## src/rtl/bp_port_scheduler_if.sv

```systemverilog
// Handshake and table-port bundle between fetch, EX resolve, the scheduler and the predictor RAM.
// Entry layout on tbl_wdata/tbl_rdata: {valid, tag, ctr[1:0], target[31:2]}.
interface bp_port_scheduler_if #(
  parameter int INDEX_BITS = 6
);
  logic                   lk_valid;
  logic [31:0]            lk_pc;
  logic                   lk_ready;
  logic                   lk_rvalid;
  logic                   lk_hit;
  logic                   lk_taken;
  logic [31:0]            lk_target;
  logic                   flush;
  logic                   upd_valid;
  logic [31:0]            upd_pc;
  logic                   upd_taken;
  logic [31:0]            upd_target;
  logic                   upd_ready;
  logic                   tbl_en;
  logic                   tbl_we;
  logic [INDEX_BITS-1:0]  tbl_addr;
  logic [62-INDEX_BITS:0] tbl_wdata;
  logic [62-INDEX_BITS:0] tbl_rdata;
  logic                   init_done;

  modport slave (
    input  lk_valid, lk_pc, flush, upd_valid, upd_pc, upd_taken, upd_target, tbl_rdata,
    output lk_ready, lk_rvalid, lk_hit, lk_taken, lk_target, upd_ready,
           tbl_en, tbl_we, tbl_addr, tbl_wdata, init_done
  );

  modport master (
    output lk_valid, lk_pc, flush, upd_valid, upd_pc, upd_taken, upd_target, tbl_rdata,
    input  lk_ready, lk_rvalid, lk_hit, lk_taken, lk_target, upd_ready,
           tbl_en, tbl_we, tbl_addr, tbl_wdata, init_done
  );
endinterface

```

## src/rtl/bp_port_scheduler.sv

```systemverilog
// Arbitrates the predictor's single table port between fetch lookups and queued resolution updates.
// Lookups answer one cycle after acceptance; updates cost a read plus a write cycle and are buffered in a small FIFO.
module bp_port_scheduler #(
  parameter int INDEX_BITS   = 6,
  parameter int FIFO_DEPTH   = 4,
  parameter int STARVE_LIMIT = 8
) (
  input  logic                 clk,
  input  logic                 reset,
  bp_port_scheduler_if.slave   io
);

  localparam int TAG_W = 30 - INDEX_BITS;
  localparam int PTR_W = $clog2(FIFO_DEPTH);
  localparam int CNT_W = PTR_W + 1;
  localparam int SC_W  = $clog2(STARVE_LIMIT + 1);

  typedef enum logic [1:0] {S_INIT, S_IDLE, S_URD} state_t;

  typedef struct packed {
    logic             valid;
    logic [TAG_W-1:0] tag;
    logic [1:0]       ctr;
    logic [29:0]      target;
  } entry_t;

  typedef struct packed {
    logic [29:0] pc;
    logic        taken;
    logic [29:0] target;
  } upd_t;

  state_t                state_q, state_d;
  logic [INDEX_BITS-1:0] sweep_q, sweep_d;
  logic                  init_done_q, init_done_d;
  logic [PTR_W-1:0]      wr_ptr_q, wr_ptr_d;
  logic [PTR_W-1:0]      rd_ptr_q, rd_ptr_d;
  logic [CNT_W-1:0]      cnt_q, cnt_d;
  logic [SC_W-1:0]       starve_q, starve_d;
  logic                  rvalid_q, rvalid_d;
  logic [TAG_W-1:0]      lk_tag_q, lk_tag_d;
  upd_t                  fifo_mem_q [FIFO_DEPTH];

  logic                  fifo_full, fifo_nempty, force_upd, push, pop;
  logic                  tbl_en, tbl_we, lk_ready, lk_rvalid, lk_hit;
  logic [INDEX_BITS-1:0] tbl_addr;
  entry_t                wdata, rd_entry;
  upd_t                  head;
  logic [INDEX_BITS-1:0] head_idx;
  logic [TAG_W-1:0]      head_tag;
  logic                  lint_unused;

  assign fifo_full   = (cnt_q == CNT_W'(FIFO_DEPTH));
  assign fifo_nempty = (cnt_q != '0);
  assign head        = fifo_mem_q[rd_ptr_q];
  assign head_idx    = head.pc[INDEX_BITS-1:0];
  assign head_tag    = head.pc[29:INDEX_BITS];
  assign rd_entry    = entry_t'(io.tbl_rdata);
  assign force_upd   = fifo_nempty &&
                       (fifo_full || (starve_q >= SC_W'(STARVE_LIMIT)) || !io.lk_valid);

  assign io.upd_ready = (state_q != S_INIT) && !fifo_full;
  assign push         = io.upd_valid && io.upd_ready;

  always_comb begin
    state_d     = state_q;
    sweep_d     = sweep_q;
    init_done_d = init_done_q;
    starve_d    = starve_q;
    rvalid_d    = 1'b0;
    lk_tag_d    = lk_tag_q;
    pop         = 1'b0;
    tbl_en      = 1'b0;
    tbl_we      = 1'b0;
    tbl_addr    = '0;
    wdata       = '0;
    lk_ready    = 1'b0;
    case (state_q)
      S_INIT: begin
        tbl_en   = 1'b1;
        tbl_we   = 1'b1;
        tbl_addr = sweep_q;
        sweep_d  = sweep_q + 1'b1;
        if (sweep_q == '1) begin
          state_d     = S_IDLE;
          init_done_d = 1'b1;
        end
      end
      S_IDLE: begin
        if (force_upd) begin
          tbl_en   = 1'b1;
          tbl_addr = head_idx;
          state_d  = S_URD;
          starve_d = '0;
        end else begin
          lk_ready = 1'b1;
          if (io.lk_valid) begin
            tbl_en   = 1'b1;
            tbl_addr = io.lk_pc[INDEX_BITS+1:2];
            lk_tag_d = io.lk_pc[31:INDEX_BITS+2];
            rvalid_d = 1'b1;
            if (fifo_nempty && (starve_q < SC_W'(STARVE_LIMIT)))
              starve_d = starve_q + 1'b1;
          end
        end
      end
      S_URD: begin
        pop      = 1'b1;
        state_d  = S_IDLE;
        tbl_addr = head_idx;
        wdata    = rd_entry;
        if (rd_entry.valid && (rd_entry.tag == head_tag)) begin
          tbl_en = 1'b1;
          tbl_we = 1'b1;
          if (head.taken) begin
            wdata.ctr    = (rd_entry.ctr == 2'd3) ? 2'd3 : rd_entry.ctr + 2'd1;
            wdata.target = head.target;
          end else begin
            wdata.ctr    = (rd_entry.ctr == 2'd0) ? 2'd0 : rd_entry.ctr - 2'd1;
          end
        end else if (head.taken) begin
          tbl_en = 1'b1;
          tbl_we = 1'b1;
          wdata  = '{valid: 1'b1, tag: head_tag, ctr: 2'b10, target: head.target};
        end
      end
      default: state_d = S_INIT;
    endcase
  end

  always_comb begin
    wr_ptr_d = wr_ptr_q;
    rd_ptr_d = rd_ptr_q;
    cnt_d    = cnt_q;
    if (push) wr_ptr_d = wr_ptr_q + 1'b1;
    if (pop)  rd_ptr_d = rd_ptr_q + 1'b1;
    if (push && !pop)      cnt_d = cnt_q + 1'b1;
    else if (pop && !push) cnt_d = cnt_q - 1'b1;
  end

  always_ff @(posedge clk or posedge reset) begin
    if (reset) begin
      state_q     <= S_INIT;
      sweep_q     <= '0;
      init_done_q <= 1'b0;
      wr_ptr_q    <= '0;
      rd_ptr_q    <= '0;
      cnt_q       <= '0;
      starve_q    <= '0;
      rvalid_q    <= 1'b0;
      lk_tag_q    <= '0;
    end else begin
      state_q     <= state_d;
      sweep_q     <= sweep_d;
      init_done_q <= init_done_d;
      wr_ptr_q    <= wr_ptr_d;
      rd_ptr_q    <= rd_ptr_d;
      cnt_q       <= cnt_d;
      starve_q    <= starve_d;
      rvalid_q    <= rvalid_d;
      lk_tag_q    <= lk_tag_d;
    end
  end

  // FIFO payload needs no reset: only slots between the pointers are ever read.
  always_ff @(posedge clk) begin
    if (push)
      fifo_mem_q[wr_ptr_q] <= '{pc: io.upd_pc[31:2], taken: io.upd_taken,
                                target: io.upd_target[31:2]};
  end

  // The port is held quiet while reset is asserted, even though state already reads S_INIT.
  assign io.tbl_en    = tbl_en && !reset;
  assign io.tbl_we    = tbl_we && !reset;
  assign io.tbl_addr  = tbl_addr;
  assign io.tbl_wdata = wdata;
  assign io.lk_ready  = lk_ready;
  assign io.init_done = init_done_q;

  assign lk_rvalid    = rvalid_q && !io.flush;
  assign lk_hit       = lk_rvalid && rd_entry.valid && (rd_entry.tag == lk_tag_q);
  assign io.lk_rvalid = lk_rvalid;
  assign io.lk_hit    = lk_hit;
  assign io.lk_taken  = lk_hit && rd_entry.ctr[1];
  assign io.lk_target = lk_rvalid ? {rd_entry.target, 2'b00} : 32'd0;

  assign lint_unused = ^{io.lk_pc[1:0], io.upd_pc[1:0], io.upd_target[1:0]};

endmodule

```

## src/flat_wrapper.sv

```systemverilog
// flat-port wrapper written by rule: the top's interface ports become plain ports
module bp_port_scheduler_flat 
#(
  parameter int INDEX_BITS   = 6,
  parameter int FIFO_DEPTH   = 4,
  parameter int STARVE_LIMIT = 8
)
  (clk, reset, io_lk_valid, io_lk_pc, io_flush, io_upd_valid, io_upd_pc, io_upd_taken, io_upd_target, io_tbl_rdata, io_lk_ready, io_lk_rvalid, io_lk_hit, io_lk_taken, io_lk_target, io_upd_ready, io_tbl_en, io_tbl_we, io_tbl_addr, io_tbl_wdata, io_init_done);
  bp_port_scheduler_if #(.INDEX_BITS(INDEX_BITS)) io_i ();
  input  logic clk;
  input  logic reset;
  input wire logic [$bits(io_i.lk_valid)-1:0] io_lk_valid;
  input wire logic [$bits(io_i.lk_pc)-1:0] io_lk_pc;
  input wire logic [$bits(io_i.flush)-1:0] io_flush;
  input wire logic [$bits(io_i.upd_valid)-1:0] io_upd_valid;
  input wire logic [$bits(io_i.upd_pc)-1:0] io_upd_pc;
  input wire logic [$bits(io_i.upd_taken)-1:0] io_upd_taken;
  input wire logic [$bits(io_i.upd_target)-1:0] io_upd_target;
  input wire logic [$bits(io_i.tbl_rdata)-1:0] io_tbl_rdata;
  output wire logic [$bits(io_i.lk_ready)-1:0] io_lk_ready;
  output wire logic [$bits(io_i.lk_rvalid)-1:0] io_lk_rvalid;
  output wire logic [$bits(io_i.lk_hit)-1:0] io_lk_hit;
  output wire logic [$bits(io_i.lk_taken)-1:0] io_lk_taken;
  output wire logic [$bits(io_i.lk_target)-1:0] io_lk_target;
  output wire logic [$bits(io_i.upd_ready)-1:0] io_upd_ready;
  output wire logic [$bits(io_i.tbl_en)-1:0] io_tbl_en;
  output wire logic [$bits(io_i.tbl_we)-1:0] io_tbl_we;
  output wire logic [$bits(io_i.tbl_addr)-1:0] io_tbl_addr;
  output wire logic [$bits(io_i.tbl_wdata)-1:0] io_tbl_wdata;
  output wire logic [$bits(io_i.init_done)-1:0] io_init_done;
  assign io_i.lk_valid = io_lk_valid;
  assign io_i.lk_pc = io_lk_pc;
  assign io_i.flush = io_flush;
  assign io_i.upd_valid = io_upd_valid;
  assign io_i.upd_pc = io_upd_pc;
  assign io_i.upd_taken = io_upd_taken;
  assign io_i.upd_target = io_upd_target;
  assign io_i.tbl_rdata = io_tbl_rdata;
  assign io_lk_ready = io_i.lk_ready;
  assign io_lk_rvalid = io_i.lk_rvalid;
  assign io_lk_hit = io_i.lk_hit;
  assign io_lk_taken = io_i.lk_taken;
  assign io_lk_target = io_i.lk_target;
  assign io_upd_ready = io_i.upd_ready;
  assign io_tbl_en = io_i.tbl_en;
  assign io_tbl_we = io_i.tbl_we;
  assign io_tbl_addr = io_i.tbl_addr;
  assign io_tbl_wdata = io_i.tbl_wdata;
  assign io_init_done = io_i.init_done;
  bp_port_scheduler #(.INDEX_BITS(INDEX_BITS), .FIFO_DEPTH(FIFO_DEPTH), .STARVE_LIMIT(STARVE_LIMIT)) u_core (.clk(clk), .reset(reset), .io(io_i));
endmodule
```

## config.mk

```make
export PLATFORM = sky130hd
export DESIGN_NAME = bp_port_scheduler_flat
export DESIGN_NICKNAME = d
export VERILOG_FILES = /design/src/rtl/bp_port_scheduler_if.sv /design/src/rtl/bp_port_scheduler.sv /design/src/flat_wrapper.sv
export SDC_FILE = /design/constraint.sdc
export NUM_CORES = 1
export LEC_CHECK = 0
export CORE_MARGIN = 1
export CORE_UTILIZATION = 29
export DETAILED_ROUTE_END_ITERATION = 6
export SETUP_SLACK_MARGIN = 0.15
export SLEW_MARGIN = 20
export SYNTH_ARGS = -nofsm -noshare
export SYNTH_HDL_FRONTEND = slang
export SYNTH_SLANG_ARGS = --single-unit
```

## constraint.sdc

```tcl
create_clock -name clk -period 3.8 [get_ports clk]
set_clock_uncertainty 0.05 [all_clocks]
set_input_delay 0.76 -clock clk [delete_from_list [all_inputs] [get_ports clk]]
set_output_delay 0.76 -clock clk [all_outputs]
set_load 0.02 [all_outputs]
```

==> out/qor.txt, run 1 <==
Synth async-reset ratio - 15.6%
pre-CTS setup slack - -0.756 ns
worst min path class - reg -> reg
initial antenna violation count - 1
synth top area cells - edfxtp_1 (58%), dfrtp_1 (8.9%), mux4_2 (8.9%), mux2_2 (2.5%), a21oi_1 (2.3%)
DRT iter0 DRCs - 556
met2 routed WL - 16900 um
post-DR wirelength/cell - 19.9 um
DR vias - 8296
vias per cell - 4.68
fraction of layout cells with a size suffix above 1 - 26.1%
1st-pass router iterations - 4
Arr. time, crit path - 3.61 ns
Fill cells - 4049
Post-Syn Instances - 831
core area - 0.0432 mm^2
DIE WIDTH - 211 um
sequential share of power - 34.7%
Max Cap Viol - 0
crit path kind - reg -> out
IO Count - 262
dpl hpwl - 24000 um
Yosys reg bits - 289
Startpoint Class - register
die area - 0.0447 mm^2
status - finished, violations left
pins over their slew limit - 0
Final Wtd Congestion - 0.832
Max VDD drop - 263 uV
antenna cells - 0
post-synth top area cell - edfxtp_1
routed metal-1 wire length - 15400 um
f_max - 0.226 GHz
Post-Route WL - 35200 um
Sw Pwr - 3.83 mW
Seq/Total Area, Yosys - 66.5%
Die Y - 211 um
Synth Area per Inst - 15.3 um^2
dpl cells - 1708
total gr overflow - 0
unrepaired setup endpoints after global routing - yes
Synth top area share - 57.7%
Cell variety after synth - 50
yosys warns - 0
Comb pwr share - 37.1%
Hold Violations, Final - 0
DRC Markers - 0
Post-Syn Area - 0.0127 mm^2
failing checks - negative setup slack
Power Dens Cells - 670 mW/mm^2
synth cell count leaders - edfxtp_1 (244), nand2_1 (75), a21oi_1 (59)
Final setup viols - 28
CTS Buf Count - 34
Root Driver - clkbuf_16
Buffers on Ports - 253
CP endpoint kind - output port
TritonCTS Sinks - 289
clock latency reported for the late side of the worst-skew pair - 0.52 ns
first-pass GRT wire length - 52600 um
CTS tree - done
ANT nets after route - 0
worst setup margin - -0.621 ns
P_int - 8.11 mW
Cell Rows - 76
Clk pwr share - 28.1%
Final Cycle Share - 116%
dominant synthesized flop cell - edfxtp_1
Final Non-Filler Cells - 1771
static leakage - 6.51 nW
Net Sw Frac - 32.1%
Reg2Reg Setup Slack - 1.03 ns
Post-synth EDFFs - 244
routed wl met3 - 2290 um
largest net degree at the start of global routing - 46
# hold bufs at CTS - 0
relative slew slack - 55.0%
min Tclk post-route - 4.42 ns
Clock Path Buffers - 3
Critical Path RT - 2.99 ns
Total Nets Final - 1331
Slew @ Worst Pin - 0.675 ns
All-Layer GR Usage - 15.8%
vias in the first global route - 8780
H-tree depth - 2
worst-path maximum fanout - 7
Min Hold Slack - 0.412 ns
synthesis-to-finish area growth - 40.1%
Starting Density - 29.4%
top layer in use - met5
top-count cell post-synth - edfxtp_1
Clk pin slew, worst setup/hold paths - 0.06 ns
## layout make-up
cell class | count | area, um^2 | share of cell area [%]
Inverter | 9 | 33.8 | 0.190
Tap cell | 585 | 732 | 4.11
Clock buffer | 46 | 970 | 5.45
Timing Repair Buffer | 344 | 3230 | 18.1
Sequential cell | 289 | 8460 | 47.5
Clock inverter | 13 | 184 | 1.03
Multi-Input combinational cell | 485 | 4200 | 23.6
## final timing paths
kind / from / to / cells past startpoint
worst min register to register: u_core.io.init_done / u_core.io.init_done / 1
worst max-delay path: u_core.rd_ptr_q[0] / io_tbl_wdata[45] / 10
worst min-delay path: u_core.io.init_done / u_core.io.init_done / 1
max in group asynchronous: reset / u_core.rd_ptr_q[1] / 3
min in group asynchronous: reset / u_core.state_q[0] / 3
worst max register to register: u_core.state_q[1] / u_core.cnt_q[2] / 10
## flip-flops by register name, summed over array words and instances (netlist names)
signal,cells
u_core.cnt_q,3
u_core.fifo_mem_q,244
u_core.io.init_done,1
u_core.lk_tag_q,24
u_core.rd_ptr_q,2
u_core.rvalid_q,1
u_core.starve_q,4
u_core.state_q,2
u_core.sweep_q,6
u_core.wr_ptr_q,2
## placed cells by master (no fill, tap or decap), drive strengths merged, types with 4 or more instances in the layout
cell           Yosys  final
nor2              15     15
dlymetal6s2s       0      9
buf               24    120
xnor2             32     32
mux2i             28     28
mux4              50     50
mux2              29     29
inv                9      9
and2              33     33
nor3               4      4
clkbuf            25     71
nand4             11     11
o21ai             31     31
a21oi             59     59
a221o              7      7
nand2             75     75
nand2b             5      5
nor2b              9      9
and3               4      4
xor2              23     23
nor4               6      6
bufinv             0      5
dlygate4sd2        0      7
ha                 8      8
dfrtp             45     45
clkinv             0      8
clkdlybuf4s50      0    183
edfxtp           244    244
nand3             28     28
## through the flow
| step | setup TNS [ns] | util (%) | power, mW | instance area [um^2] |
|---|---|---|---|---|
| 2_1_floorplan | 0 | - | 6.74 | 12700 |
| 3_3_place_gp | -20.79 | 38.3 | 8.48 | 16500 |
| 3_5_place_dp | -21.38 | 38.3 | 8.53 | 16500 |
| 4_1_cts | -26.47 | 40.9 | 11.9 | 17700 |
| 5_1_grt | -20.39 | 41.2 | 12.6 | 17800 |
| 6_report | -16.35 | 41.2 | 11.9 | 17800 |
## critical path, cell delays in order, from the launching register on
cell and delay (ns):
dfrtp_4 0.46, buf_12 0.15, mux4_2 0.58, xnor2_2 0.18
nand2_1 0.07, or4_4 0.52, or4_4 0.57, buf_6 0.17
nand3_1 0.08, a21oi_1 0.08, buf_4 0.20
## routing by layer
| metal | track usage [%] | vias to the layer above |
|---|---|---|
| li1 | - | 3836 |
| met1 | 20.3 | 4161 |
| met2 | 26.4 | 251 |
| met3 | 3.56 | 46 |
| met4 | 5.02 | 2 |
| met5 | 0 | - |
## power groups by stage
| stage | combinational (mW) | sequential [mW] | clock [mW] |
|---|---|---|---|
| after floorplan | 2.63 | 4.11 | 0 |
| after global placement | 4.30 | 4.18 | 0 |
| after detailed placement | 4.33 | 4.20 | 0 |
| after CTS | 4.32 | 4.14 | 3.44 |
| after global routing | 4.81 | 4.19 | 3.56 |
| final | 4.43 | 4.15 | 3.35 |
## cell families (layout without fill, tap and decap cells)
kind of cell	after synthesis	in the layout	share of synthesized area [%]
simple gates	197	197	7.80
fa+ha+maj	9	9	0.945
flops	289	289	66.5
compound gates	115	115	5.22
buf+inv	58	412	2.07
xor+xnor	55	55	3.79
other cells	1	2	0.0295
mux	107	107	13.6
## what timing repair did
action | CTS | global route
pin swaps | 3 | 6
gates resized for setup | 162 | 94
buffers inserted | 0 | 2
cloned | 0 | 2
endpoints found under the setup margin | 67 | 61
Note: power is estimated with default switching activity, not from simulation.
==> run 2, diff against run 1 <==
- CORE_UTILIZATION: 29 -> 48
- HOLD_SLACK_MARGIN: not set -> 0.03
- PLACE_DENSITY: not set -> 0.76
==> run 2 against run 1 <==
Register-to-register slack better by 0.03 ns. Non-clock buffer count is 24 higher. Highest routed layer unchanged. Via count is 3.5% higher. The run still ends with negative setup slack left. Largest cell class unchanged.
==> out/qor.txt, run 2 (same netlist as run 1, synthesis figures left out) <==
Arr. time, crit path - 3.61 ns
GRT met1 Usage - 30.4%
P_int - 7.92 mW
first-pass GRT wire length - 47200 um
synthesis-to-finish area growth - 42.0%
Max VDD drop - 458 uV
crit-path cells - buf_6 > buf_4 > mux4_2 > xnor2_2 > nand3_1 > or3_4 > or4_4 > buf_6 > o31ai_2 > a21oi_2 > buf_4
TritonCTS Sinks - 289
All-Layer GR Usage - 23.2%
Root Driver - clkbuf_16
relative slew slack - 58.5%
worst r2r src - u_core.state_q[0]
Fill cells - 1759
die area - 0.0271 mm^2
Area after DPL - 0.0163 mm^2
Clk pin slew, worst setup/hold paths - 0.06 ns
grt met2 use - 39.1%
pre-CTS setup slack - -0.670 ns
initial antenna violation count - 2
status - finished, violations left
# hold bufs at CTS - 0
clock latency reported for the late side of the worst-skew pair - 0.57 ns
Final setup viols - 28
static leakage - 6.57 nW
DIE WIDTH - 165 um
max incr delay on CP - 0.56 ns
Slew @ Worst Pin - 0.623 ns
Startpoint Class - register
grt peak-use layer - met2
total gr overflow - 0
min Tclk post-route - 4.42 ns
Final Util - 69.5%
Starting Density - 48.9%
final total power - 12.0 mW
Hold Violations, Final - 0
Final Wtd Congestion - 0.874
DRC Markers - 0
Top reg by flops - u_core.fifo_mem_q
Die Y - 165 um
largest registers - u_core.fifo_mem_q: 244 flops, u_core.lk_tag_q: 24 flops, u_core.sweep_q: 6 flops
unrepaired setup endpoints after global routing - yes
Worst path slowest cell - or4_4
Sw Pwr - 4.04 mW
post-DR wirelength/cell - 21.3 um
Clk pwr share - 22.7%
worst-path maximum fanout - 13
IO Count - 262
Final Cycle Share - 116%
crit path buf inv count - 4
Clock Path Buffers - 3
Post-Route WL - 32900 um
failing checks - negative setup slack
max FFs per register - 244
CP delay by family, top - simple AND/OR/NAND/NOR gates
sequential share of power - 34.4%
crit path from - u_core.rd_ptr_q[0]
DRT iter0 DRCs - 615
fin area - 0.0180 mm^2
Cell Rows - 59
most frequent cells in the layout - edfxtp_1 (244), clkdlybuf4s50_1 (181), buf_4 (115)
pins over their slew limit - 0
f_max - 0.226 GHz
largest net degree at the start of global routing - 62
fraction of layout cells with a size suffix above 1 - 35.1%
core area - 0.0260 mm^2
crit path kind - reg -> out
CTS Buf Count - 31
worst setup margin - -0.621 ns
CTS tree - done
CP endpoint kind - output port
vias in the first global route - 8532
ANT nets after route - 0
H-tree depth - 1
Buffers on Ports - 253
Total Nets Final - 1352
Comb pwr share - 42.9%
Net Sw Frac - 33.8%
Min Hold Slack - 0.409 ns
Power Dens Cells - 663 mW/mm^2
vias per cell - 5.56
hold path startpoint - u_core.io.init_done
DR vias - 8583
Max Cap Viol - 0
Global Route met3 Usage - 5.35%
worst min path class - reg -> reg
1st-pass router iterations - 5
commonest non-fill, non-tap cell in the layout - edfxtp_1
dpl hpwl - 20800 um
Critical Path RT - 2.99 ns
## run 2: power groups by stage
stage	Combinational, mW	Clock [mW]	Sequential, mW
after floorplan	2.63	0	4.11
after global placement	4.13	0	4.21
after detailed placement	4.20	0	4.23
after CTS	4.49	2.76	4.10
after global routing	5.47	2.88	4.15
final	5.13	2.71	4.12
## run 2: cell type report
class / instances / area [um^2] / share of cell area [%]
antenna: 2 / 5.00 / 0.0277
clock buffer: 33 / 783 / 4.34
clock inverter: 22 / 138 / 0.763
inverter: 9 / 33.8 / 0.187
multi-input combinational: 485 / 4500 / 24.9
sequential: 289 / 8460 / 46.9
tap: 335 / 419 / 2.32
timing repair buffer: 368 / 3710 / 20.5
## run 2: repair_timing
action,in CTS,in global routing
setup endpoints to repair,67,66
resized for setup,273,220
pin swaps,2,47
buffers inserted,9,11
cloned,2,4
## run 2: stage by stage
step,TNS (ns),std cells
2_1_floorplan,0,832
3_3_place_gp,-19.94,1460
3_5_place_dp,-21.32,1460
4_1_cts,-14.46,1526
5_1_grt,-17.70,1541
6_report,-14.17,1543
## run 2: worst reg2reg max path, cell delays in order, from the launching register on
cell and delay (ns):
dfrtp_1 0.46, nor2_1 0.07, buf_4 0.19, a21oi_1 0.37, and2_0 0.36, ha_1 0.24
inv_1 0.06, fa_1 0.37, xor2_1 0.18, nor2_1 0.13, xor2_1 0.17
## run 2: final timing paths
path	to	slack (ns)	cells after the start
max	io_tbl_wdata[31]	-0.62	11
min	u_core.io.init_done	0.41	1
max reg2reg	u_core.cnt_q[2]	1.06	10
min reg2reg	u_core.io.init_done	0.41	1
max in group asynchronous	u_core.rd_ptr_q[1]	2.56	3
min in group asynchronous	u_core.lk_tag_q[17]	0.66	3
## run 2: metal layers
layer	part of all wire [%]	routed length, um	vias to the layer above
met5	0.033	11	-
met4	1.8	607	2
met3	7.4	2430	54
met2	49	16300	351
met1	41	13600	4300
li1	-	-	3876
